## src/rtl/cluster_pwr_seq_ctrl.sv

```systemverilog
// Cluster power-domain sequencer: orders power switch, isolation clamp, clock enable and
// cluster reset around a 4-phase PMU req/ack handshake. Lives entirely in the always-on domain.

module cluster_pwr_seq_ctrl_chk (
    input  logic clk,
    input  logic rst_n,
    input  logic pwr_ack,
    input  logic busy,
    input  logic switch_en,
    input  logic iso_en,
    input  logic clk_en,
    input  logic cluster_rst_n
);

    // Clamps may only open in ON, which is the sole state with ack high and busy low
    a_iso_only_on: assert property (@(posedge clk) disable iff (!rst_n)
        (!iso_en |-> (pwr_ack && !busy)));

    a_clk_needs_power: assert property (@(posedge clk) disable iff (!rst_n)
        (clk_en |-> switch_en));

    // RST_REL, ON and ISO_SET all run with clock and power up
    a_rst_rel_window: assert property (@(posedge clk) disable iff (!rst_n)
        (cluster_rst_n |-> (clk_en && switch_en)));

    a_iso_when_unpowered: assert property (@(posedge clk) disable iff (!rst_n)
        (!switch_en |-> iso_en));

endmodule

module cluster_pwr_seq_ctrl #(
    parameter int SETTLE_CYCLES  = 16,
    parameter int RST_CYCLES     = 8,
    parameter int TIMEOUT_CYCLES = 1024
) (
    input  logic clk_i,
    input  logic rst_ni,
    input  logic pwr_req_i,
    output logic pwr_ack_o,
    output logic busy_o,
    output logic switch_en_o,
    input  logic switch_ack_i,
    output logic iso_en_o,
    output logic clk_en_o,
    output logic cluster_rst_no,
    output logic timeout_o
);

    localparam int MAX_SR  = (SETTLE_CYCLES > RST_CYCLES) ? SETTLE_CYCLES : RST_CYCLES;
    localparam int MAX_CYC = (MAX_SR > TIMEOUT_CYCLES) ? MAX_SR : TIMEOUT_CYCLES;
    localparam int CNT_W   = $clog2(MAX_CYC) + 1;

    localparam logic [CNT_W-1:0] SETTLE_LOAD = CNT_W'(SETTLE_CYCLES - 1);
    localparam logic [CNT_W-1:0] RST_LOAD    = CNT_W'(RST_CYCLES - 1);
    localparam logic [CNT_W-1:0] TMO_LOAD    = CNT_W'(TIMEOUT_CYCLES - 1);
    localparam logic [CNT_W-1:0] CNT_ZERO    = {CNT_W{1'b0}};
    localparam logic [CNT_W-1:0] CNT_ONE     = {{(CNT_W-1){1'b0}}, 1'b1};

    typedef enum logic [3:0] {
        ST_OFF     = 4'd0,
        ST_PWR_UP  = 4'd1,
        ST_SETTLE  = 4'd2,
        ST_CLK_ON  = 4'd3,
        ST_RST_REL = 4'd4,
        ST_ON      = 4'd5,
        ST_ISO_SET = 4'd6,
        ST_RST_SET = 4'd7,
        ST_CLK_OFF = 4'd8,
        ST_PWR_DN  = 4'd9
    } state_t;

    typedef struct packed {
        logic pwr_ack;
        logic busy;
        logic switch_en;
        logic iso_en;
        logic clk_en;
        logic cluster_rst_n;
    } outs_t;

    localparam outs_t OUTS_OFF = '{pwr_ack: 1'b0, busy: 1'b0, switch_en: 1'b0,
                                   iso_en: 1'b1, clk_en: 1'b0, cluster_rst_n: 1'b0};

    // Output pattern held while resident in a state; registered on state entry
    function automatic outs_t state_outs(input state_t st);
        outs_t o;
        o = OUTS_OFF;
        case (st)
            ST_OFF: begin
                o = OUTS_OFF;
            end
            ST_PWR_UP, ST_SETTLE: begin
                o.busy      = 1'b1;
                o.switch_en = 1'b1;
            end
            ST_CLK_ON: begin
                o.busy      = 1'b1;
                o.switch_en = 1'b1;
                o.clk_en    = 1'b1;
            end
            ST_RST_REL: begin
                o.busy          = 1'b1;
                o.switch_en     = 1'b1;
                o.clk_en        = 1'b1;
                o.cluster_rst_n = 1'b1;
            end
            ST_ON: begin
                o.pwr_ack       = 1'b1;
                o.switch_en     = 1'b1;
                o.iso_en        = 1'b0;
                o.clk_en        = 1'b1;
                o.cluster_rst_n = 1'b1;
            end
            ST_ISO_SET: begin
                o.pwr_ack       = 1'b1;
                o.busy          = 1'b1;
                o.switch_en     = 1'b1;
                o.clk_en        = 1'b1;
                o.cluster_rst_n = 1'b1;
            end
            ST_RST_SET: begin
                o.pwr_ack   = 1'b1;
                o.busy      = 1'b1;
                o.switch_en = 1'b1;
                o.clk_en    = 1'b1;
            end
            ST_CLK_OFF: begin
                o.pwr_ack   = 1'b1;
                o.busy      = 1'b1;
                o.switch_en = 1'b1;
            end
            ST_PWR_DN: begin
                o.busy = 1'b1;
            end
            default: begin
                o = OUTS_OFF;
            end
        endcase
        return o;
    endfunction

    state_t             state_r;
    logic [CNT_W-1:0]   cnt_r;
    outs_t              outs_r;
    logic               timeout_r;
    logic               ack_meta_r;
    logic               ack_sync_r;
    logic               cnt_zero_s;
    logic [CNT_W-1:0]   cnt_dec_s;

    assign cnt_zero_s = (cnt_r == CNT_ZERO);
    assign cnt_dec_s  = cnt_r - CNT_ONE;

    // Two-flop synchroniser for the asynchronous switch-chain acknowledge
    always_ff @(posedge clk_i or negedge rst_ni) begin
        if (!rst_ni) begin
            ack_meta_r <= 1'b0;
            ack_sync_r <= 1'b0;
        end else begin
            ack_meta_r <= switch_ack_i;
            ack_sync_r <= ack_meta_r;
        end
    end

    // Sequencer FSM: counter loads on state entry and counts down to zero
    always_ff @(posedge clk_i or negedge rst_ni) begin
        if (!rst_ni) begin
            state_r   <= ST_OFF;
            cnt_r     <= CNT_ZERO;
            outs_r    <= OUTS_OFF;
            timeout_r <= 1'b0;
        end else begin
            case (state_r)
                ST_OFF: begin
                    if (pwr_req_i) begin
                        state_r <= ST_PWR_UP;
                        cnt_r   <= TMO_LOAD;
                        outs_r  <= state_outs(ST_PWR_UP);
                    end
                end
                ST_PWR_UP: begin
                    if (ack_sync_r) begin
                        state_r <= ST_SETTLE;
                        cnt_r   <= SETTLE_LOAD;
                        outs_r  <= state_outs(ST_SETTLE);
                    end else if (cnt_zero_s) begin
                        // Switch chain never confirmed: back the domain out safely
                        timeout_r <= 1'b1;
                        state_r   <= ST_PWR_DN;
                        cnt_r     <= TMO_LOAD;
                        outs_r    <= state_outs(ST_PWR_DN);
                    end else begin
                        cnt_r <= cnt_dec_s;
                    end
                end
                ST_SETTLE: begin
                    if (cnt_zero_s) begin
                        state_r <= ST_CLK_ON;
                        cnt_r   <= RST_LOAD;
                        outs_r  <= state_outs(ST_CLK_ON);
                    end else begin
                        cnt_r <= cnt_dec_s;
                    end
                end
                ST_CLK_ON: begin
                    if (cnt_zero_s) begin
                        state_r <= ST_RST_REL;
                        cnt_r   <= CNT_ZERO;
                        outs_r  <= state_outs(ST_RST_REL);
                    end else begin
                        cnt_r <= cnt_dec_s;
                    end
                end
                ST_RST_REL: begin
                    state_r <= ST_ON;
                    outs_r  <= state_outs(ST_ON);
                end
                ST_ON: begin
                    if (!pwr_req_i) begin
                        state_r <= ST_ISO_SET;
                        outs_r  <= state_outs(ST_ISO_SET);
                    end
                end
                ST_ISO_SET: begin
                    state_r <= ST_RST_SET;
                    outs_r  <= state_outs(ST_RST_SET);
                end
                ST_RST_SET: begin
                    state_r <= ST_CLK_OFF;
                    outs_r  <= state_outs(ST_CLK_OFF);
                end
                ST_CLK_OFF: begin
                    state_r <= ST_PWR_DN;
                    cnt_r   <= TMO_LOAD;
                    outs_r  <= state_outs(ST_PWR_DN);
                end
                ST_PWR_DN: begin
                    if (!ack_sync_r) begin
                        state_r <= ST_OFF;
                        cnt_r   <= CNT_ZERO;
                        outs_r  <= state_outs(ST_OFF);
                    end else if (cnt_zero_s) begin
                        timeout_r <= 1'b1;
                        state_r   <= ST_OFF;
                        cnt_r     <= CNT_ZERO;
                        outs_r    <= state_outs(ST_OFF);
                    end else begin
                        cnt_r <= cnt_dec_s;
                    end
                end
                default: begin
                    state_r <= ST_OFF;
                    cnt_r   <= CNT_ZERO;
                    outs_r  <= OUTS_OFF;
                end
            endcase
        end
    end

    assign pwr_ack_o      = outs_r.pwr_ack;
    assign busy_o         = outs_r.busy;
    assign switch_en_o    = outs_r.switch_en;
    assign iso_en_o       = outs_r.iso_en;
    assign clk_en_o       = outs_r.clk_en;
    assign cluster_rst_no = outs_r.cluster_rst_n;
    assign timeout_o      = timeout_r;

    cluster_pwr_seq_ctrl_chk u_chk (
        .clk           (clk_i),
        .rst_n         (rst_ni),
        .pwr_ack       (pwr_ack_o),
        .busy          (busy_o),
        .switch_en     (switch_en_o),
        .iso_en        (iso_en_o),
        .clk_en        (clk_en_o),
        .cluster_rst_n (cluster_rst_no)
    );

endmodule

```

## config.mk

```make
export PLATFORM = sky130hd
export DESIGN_NAME = cluster_pwr_seq_ctrl
export DESIGN_NICKNAME = d
export VERILOG_FILES = /design/src/rtl/cluster_pwr_seq_ctrl.sv
export SDC_FILE = /design/constraint.sdc
export NUM_CORES = 1
export LEC_CHECK = 0
export CAP_MARGIN = 15
export CORE_MARGIN = 10
export CORE_UTILIZATION = 40
export DETAILED_ROUTE_END_ITERATION = 8
export DONT_BUFFER_PORTS = 1
export SLEW_MARGIN = 20
export SYNTH_ARGS = -nofsm -noshare
export SYNTH_HDL_FRONTEND = slang
export SYNTH_SLANG_ARGS = --single-unit
```

## constraint.sdc

```tcl
create_clock -name clk_i -period 1.95 [get_ports clk_i]
set_clock_uncertainty 0.2 [all_clocks]
set_input_delay 0.0975 -clock clk_i [delete_from_list [all_inputs] [get_ports clk_i]]
set_output_delay 0.0975 -clock clk_i [all_outputs]
set_load 0.1 [all_outputs]
```

==> results of run 1 <==
metrics by stage:
stage                     std cells  setup slack (ns)  hold WS [ns]
after CTS                       260            -0.110        0.0474
after floorplan                 164           -0.0216        -0.398
after detailed placement        250            -0.182        -0.397
after global placement          250           -0.0733        -0.397
after global routing            262            -0.245        0.0626
final                           262            -0.146        0.0500
layer usage:
metal,vias up,part of all wire (%),wire [um]
met1,721,47,1990
met3,4,4.6,194
li1,716,-,-
met5,-,0,0
met4,0,0.56,24
met2,31,48,2040
layout make-up:
class	count	area, um2
fillers	311	1520
multi-input cells	124	960
flip-flops and latches	24	604
repair buffers	55	437
well taps	48	60.1
clock buffers	4	55.1
inverters	7	26.3
sequential cells by signal, indices dropped and copies added (netlist names):
name / flops
cluster_rst_no: 1
pwr_ack_o: 1
iso_en_o: 1
clk_en_o: 1
state_r: 4
switch_en_o: 1
busy_o: 1
cnt_r: 11
timeout_o: 1
ack_sync_r: 1
ack_meta_r: 1
worst max-delay path, stage by stage, from the launching register on:
cell and delay, ns:
dfrtp_1 0.41, inv_2 0.08, ha_4 0.15, nor4b_4 0.34, a31oi_4 0.21, o21ai_4 0.13
o31ai_4 0.15, mux2_4 0.32
kinds of logic (layout without fill, tap and decap cells):
kind of cell,count (synthesis),in the layout,synth area share (%)
flops,24,24,39.6
compound gates,54,54,26.4
mux,7,7,5.10
simple gates,61,61,22.1
xor+xnor,1,1,0.576
fa+ha+maj,1,1,0.823
buf+inv,16,66,5.43
worst paths after layout:
kind | cells past startpoint | end | slack [ns] | start
worst max register to register | 7 | pwr_ack_o | -0.15 | cnt_r[1]
min in group clk_i | 4 | cnt_r[9] | 0.11 | pwr_req_i
max in group asynchronous | 2 | iso_en_o | 1.28 | rst_ni
worst min register to register | 0 | ack_sync_r | 0.17 | ack_meta_r
worst min-delay path | 2 | cnt_r[1] | 0.05 | rst_ni
worst max-delay path | 7 | pwr_ack_o | -0.15 | cnt_r[1]
cell usage after synthesis, types with 2 or more instances:
| library cell | number | area [um2] |
|---|---|---|
| dfrtp_1 | 23 | 576 |
| nor2_1 | 16 | 60.1 |
| a21oi_1 | 12 | 60.1 |
| nand2_1 | 10 | 37.5 |
| nor3_1 | 9 | 45.0 |
| o21ai_0 | 8 | 40.0 |
| inv_1 | 7 | 26.3 |
| mux2_2 | 4 | 45.0 |
| or3_1 | 4 | 25.0 |
| a31oi_1 | 3 | 18.8 |
| buf_2 | 3 | 15.0 |
| clkbuf_1 | 3 | 11.3 |
| nand3_1 | 3 | 15.0 |
| o22ai_1 | 3 | 18.8 |
| o2bb2ai_1 | 3 | 26.3 |
| a211o_1 | 2 | 17.5 |
| a211oi_1 | 2 | 15.0 |
| a221o_1 | 2 | 20.0 |
| and3_1 | 2 | 12.5 |
| buf_6 | 2 | 22.5 |
| mux2_1 | 2 | 22.5 |
| nand2b_1 | 2 | 12.5 |
| nor2b_1 | 2 | 12.5 |
| o21a_1 | 2 | 15.0 |
| o21bai_1 | 2 | 15.0 |
| or4_1 | 2 | 15.0 |
power groups by stage:
stage	clock [mW]	combinational, mW	sequential (mW)
after floorplan	0	1.21	1.13
after global placement	0	2.25	0.874
after detailed placement	0	2.29	0.881
after CTS	0.351	2.42	0.883
after global routing	0.382	2.77	0.935
final	0.342	2.55	0.907
what timing repair did:
item | in CTS | in global routing
hold endpoints to repair | 26 | 0
endpoints found under the setup margin | 20 | 22
buffers inserted | 2 | 2
resized for setup | 7 | 17
hold buffers | 4 | 0
pin swaps | 4 | 5
==> impl_metrics.py, run 1 <==
metrics = {
    "place": {
        "place_congestion": 0.978,
        "place_area_um2": 1910,
        "port_buffers": 0,
        "dp_hpwl_um": 3100,
    },
    "finish": {
        "final_cell_mix": "buf_4 (50), dfrtp_1 (21), nor2_1 (15)",
        "finalCoreUtilization_pct": 58.5,
        "syn2layout_area_growth_pct": 40.9,
        "nNetsFinal": 220,
        "layout_commonest_cell": "buf_4",
        "design_area_um2": 2140,
        "drive_above_1_share_pct": 42.5,
        "antenna_cells": 0,
    },
    "yosys": {
        "syn_inst": 164,
        "synth-edff-count": 0,
        "yosys_register_bits": 24,
        "syn-num-nets": 169,
        "syn_area_um2": 1520,
        "syn_area_per_cell_um2": 9.27,
        "ys_warn_count": 0,
        "synth_cell_type_count": 57,
        "ys_seq_area_share_pct": 39.6,
        "synth-main-ff-cell": "dfrtp_1",
        "async_flop_share_pct": 100,
    },
    "routing": {
        "drt_wl_total_um": 4250,
        "dr.pass1.iters": 4,
        "vias_per_cell": 5.62,
        "wl_per_cell_um": 16.2,
        "post-route-drc-count": 0,
        "drt-initial-drc-count": 114,
        "ant_nets": 0,
        "num_vias": 1472,
    },
    "grt": {
        "grt_usage_pct": 13.7,
        "grtUsageMet3_pct": 3.28,
        "grt_pass1_wl_um": 7240,
        "grt_antenna_before_repair": 0,
        "top_usage_layer": "met2",
        "grt_remaining_overflow": 0,
        "grt_start_max_net_pins": 25,
        "use_met2_pct": 22.8,
        "grt_use_met1_pct": 18.0,
        "grt_pass1_vias": 1452,
    },
    "power": {
        "p_clk_share_pct": 9.0,
        "combPwrFrac_pct": 67.1,
        "seqPwrFrac_pct": 23.9,
        "total_power_mw": 3.80,
        "p_int_mw": 2.05,
        "cellPowerDensity_nw_per_um2": 1770,
        "swShare_pct": 46.0,
        "p_leak_nw": 0.955,
        "p_sw_mw": 1.75,
        "vdd_ir_drop_max_uv": 836,
    },
    "floorplanning": {
        "start_util_pct": 41.5,
        "coreArea_um2": 3660,
        "die_area_um2": 6670,
        "die_h_um": 81.7,
        "rows": 22,
        "io_pins": 11,
        "fp.dieW_um": 81.7,
    },
    "worst_setup_path": {
        "worstSetupPathType": "flip-flop to flip-flop",
        "crit_path_end_kind": "flip-flop",
        "startpoint_type": "flip-flop",
        "worst_ep_arrival_time_ns": 2.05,
        "critPathRequiredTime_ns": 1.91,
        "crit_fanout": 7,
    },
    "timing": {
        "fmax_mhz": 477,
        "setup_viol": 16,
        "hold_violations": 0,
        "tns_ns": -1.31,
        "relSlewSlack_pct": 70.5,
        "setup_ws_ns": -0.146,
        "fin_crit_ns": 2.10,
        "rsz0062_at_grt": "yes",
        "fin_crit_sh_pct": 108,
        "final_max_slew_viol_count": 0,
        "worstMarginPinSlew_ns": 0.443,
    },
    "clocking": {
        "clock-root-buffer": "clkbuf_8",
        "clk_latency_ns": 0.27,
        "cts.sinks": 24,
        "clkTransAtPathRegs_ns": 0.09,
        "cts_tree": "done",
        "cts_buffer_depth": 2,
        "htreeDepth": 1,
        "cts_buffers": 3,
    },
    "run": {
        "maxCapViolations": 0,
    },
    "outcome": {
        "status": "complete, but fails checks",
        "violations": "negative setup slack",
    },
    "min_path": {
        "hp-class": "input pin to asynchronous set/reset pin",
    },
}
Note: power is estimated with default switching activity, not from simulation.
==> run 2, diff against run 1 <==
--- a/config.mk
+++ b/config.mk
@@ -10,6 +10,7 @@
 export CORE_UTILIZATION = 40
 export DETAILED_ROUTE_END_ITERATION = 8
 export DONT_BUFFER_PORTS = 1
+export RECOVER_POWER = 25
 export SLEW_MARGIN = 20
 export SYNTH_ARGS = -nofsm -noshare
 export SYNTH_HDL_FRONTEND = slang
==> run 2 against run 1 <==
The run still ends with negative setup slack left. Routed wire length barely moved. Cell count did not move. Sequential power barely moved. Via count did not move. Global-route usage did not move. Total power fell by 0.12%. Worst hold slack improved by 0.058 ns. Critical path type unchanged. Largest power group unchanged. Highest routed layer unchanged.
==> impl_metrics.py, run 2 (synthesis results as in run 1) <==
metrics = {
    "outcome": {
        "status": "complete, but fails checks",
        "violations": "negative setup slack",
    },
    "place": {
        "port_buffers": 0,
        "dp_hpwl_um": 3100,
        "place_congestion": 0.978,
        "place_ws_ns": -0.182,
    },
    "grt": {
        "grt_antenna_before_repair": 0,
        "grt_pass1_wl_um": 7240,
        "grt_pass1_vias": 1452,
        "grt_remaining_overflow": 0,
        "grt_start_max_net_pins": 25,
        "grt_usage_pct": 13.7,
    },
    "power": {
        "vdd_ir_drop_max_uv": 836,
        "p_clk_share_pct": 9.0,
        "total_power_mw": 3.79,
        "p_sw_mw": 1.75,
        "swShare_pct": 46.0,
        "p_leak_nw": 0.947,
        "cellPowerDensity_nw_per_um2": 1780,
        "seqPwrFrac_pct": 23.9,
        "combPwrFrac_pct": 67.1,
        "p_int_mw": 2.05,
    },
    "floorplanning": {
        "start_util_pct": 41.5,
        "io_pins": 11,
        "fp.dieW_um": 81.7,
        "rows": 22,
        "die_h_um": 81.7,
        "die_area_um2": 6670,
        "coreArea_um2": 3660,
    },
    "timing": {
        "fin_crit_ns": 2.10,
        "rsz0062_at_grt": "yes",
        "worstMarginPinSlew_ns": 1.33,
        "final_max_slew_viol_count": 0,
        "setup_viol": 16,
        "fmax_mhz": 477,
        "relSlewSlack_pct": 11.4,
        "fin_crit_sh_pct": 108,
        "hold_violations": 0,
        "setup_ws_ns": -0.146,
        "hold_ws_ns": 0.108,
    },
    "min_path": {
        "worstHoldPathCells": 4,
        "hp-class": "input pin to flip-flop",
    },
    "finish": {
        "syn2layout_area_growth_pct": 39.8,
        "layout_commonest_cell": "buf_4",
        "top_register": "cnt_r",
        "nNetsFinal": 220,
        "reg_top3": "cnt_r: 11 flops, state_r: 4 flops",
        "drive_above_1_share_pct": 42.1,
        "final_cell_mix": "buf_4 (50), dfrtp_1 (21), nor2_1 (15)",
        "largest_reg_flops": 11,
        "antenna_cells": 0,
    },
    "clocking": {
        "cts_buffers": 3,
        "clkTransAtPathRegs_ns": 0.09,
        "htreeDepth": 1,
        "clk_latency_ns": 0.27,
        "cts_buffer_depth": 2,
        "cts.sinks": 24,
        "clock-root-buffer": "clkbuf_8",
        "cts_tree": "done",
    },
    "routing": {
        "num_vias": 1472,
        "drt-initial-drc-count": 114,
        "post-route-drc-count": 0,
        "drt_wl_total_um": 4250,
        "vias_per_cell": 5.62,
        "wl_per_cell_um": 16.2,
        "dr.pass1.iters": 4,
        "ant_nets": 0,
    },
    "worst_setup_path": {
        "worstSetupPathType": "flip-flop to flip-flop",
        "crit_fanout": 7,
        "ff2ff_path_depth": 7,
        "critPathRequiredTime_ns": 1.91,
        "crit_path_end_kind": "flip-flop",
        "startpoint_type": "flip-flop",
        "worst_ep_arrival_time_ns": 2.05,
    },
    "run": {
        "maxCapViolations": 0,
    },
}
[run 2: worst max-delay path, cell delays in order, from the launching register on]
cell     delay, ns
dfrtp_1       0.41
inv_2         0.08
ha_4          0.15
nor4b_4       0.34
a31oi_4       0.21
o21ai_4       0.13
o31ai_4       0.15
mux2_4        0.32
[run 2: timing repair]
item,CTS,global route
setup endpoints to repair,20,22
gates resized for setup,7,17
setup buffers,2,2
pin swaps,4,5
hold buffers,4,0
hold endpoints to repair,26,0
[run 2: area by class of cell]
type	instances	area, um2
flip-flops and latches	24	604
repair buffers	55	420
clock buffers	4	55.1
fillers	314	1540
inverters	7	26.3
multi-input cells	124	960
well taps	48	60.1
[run 2: metal layers]
metal,vias up,track usage (%),share of wire [%]
met5,-,0,0
met4,0,2.04,0.56
met3,4,3.28,4.6
met2,31,22.8,48
met1,721,18.0,47
li1,716,-,-
[run 2: per-stage QoR]
stage | util, % | area [um2] | cells | setup TNS, ns
after floorplan | - | 1560 | 164 | -0.0776
after global placement | 52.2 | 1910 | 250 | -0.504
after detailed placement | 52.2 | 1910 | 250 | -1.76
after CTS | 56.5 | 2070 | 260 | -0.860
after global routing | 58.1 | 2130 | 262 | -3.60
final | 58.1 | 2130 | 262 | -1.31
[run 2: power groups by stage]
stage / logic (mW) / registers (mW) / clock network (mW)
final: 2.54 / 0.906 / 0.342
after global routing: 2.76 / 0.935 / 0.382
after detailed placement: 2.29 / 0.881 / 0
after floorplan: 1.21 / 1.13 / 0
after CTS: 2.42 / 0.883 / 0.351
after global placement: 2.25 / 0.874 / 0
[run 2: worst paths after layout]
check	startpoint	end	slack, ns
worst max-delay path	cnt_r[1]	pwr_ack_o	-0.15
worst min register to register	ack_meta_r	ack_sync_r	0.17
worst min-delay path	pwr_req_i	cnt_r[9]	0.11
max in group asynchronous	rst_ni	state_r[1]	0.23
min in group asynchronous	rst_ni	cnt_r[1]	0.45
worst max register to register	cnt_r[1]	pwr_ack_o	-0.15
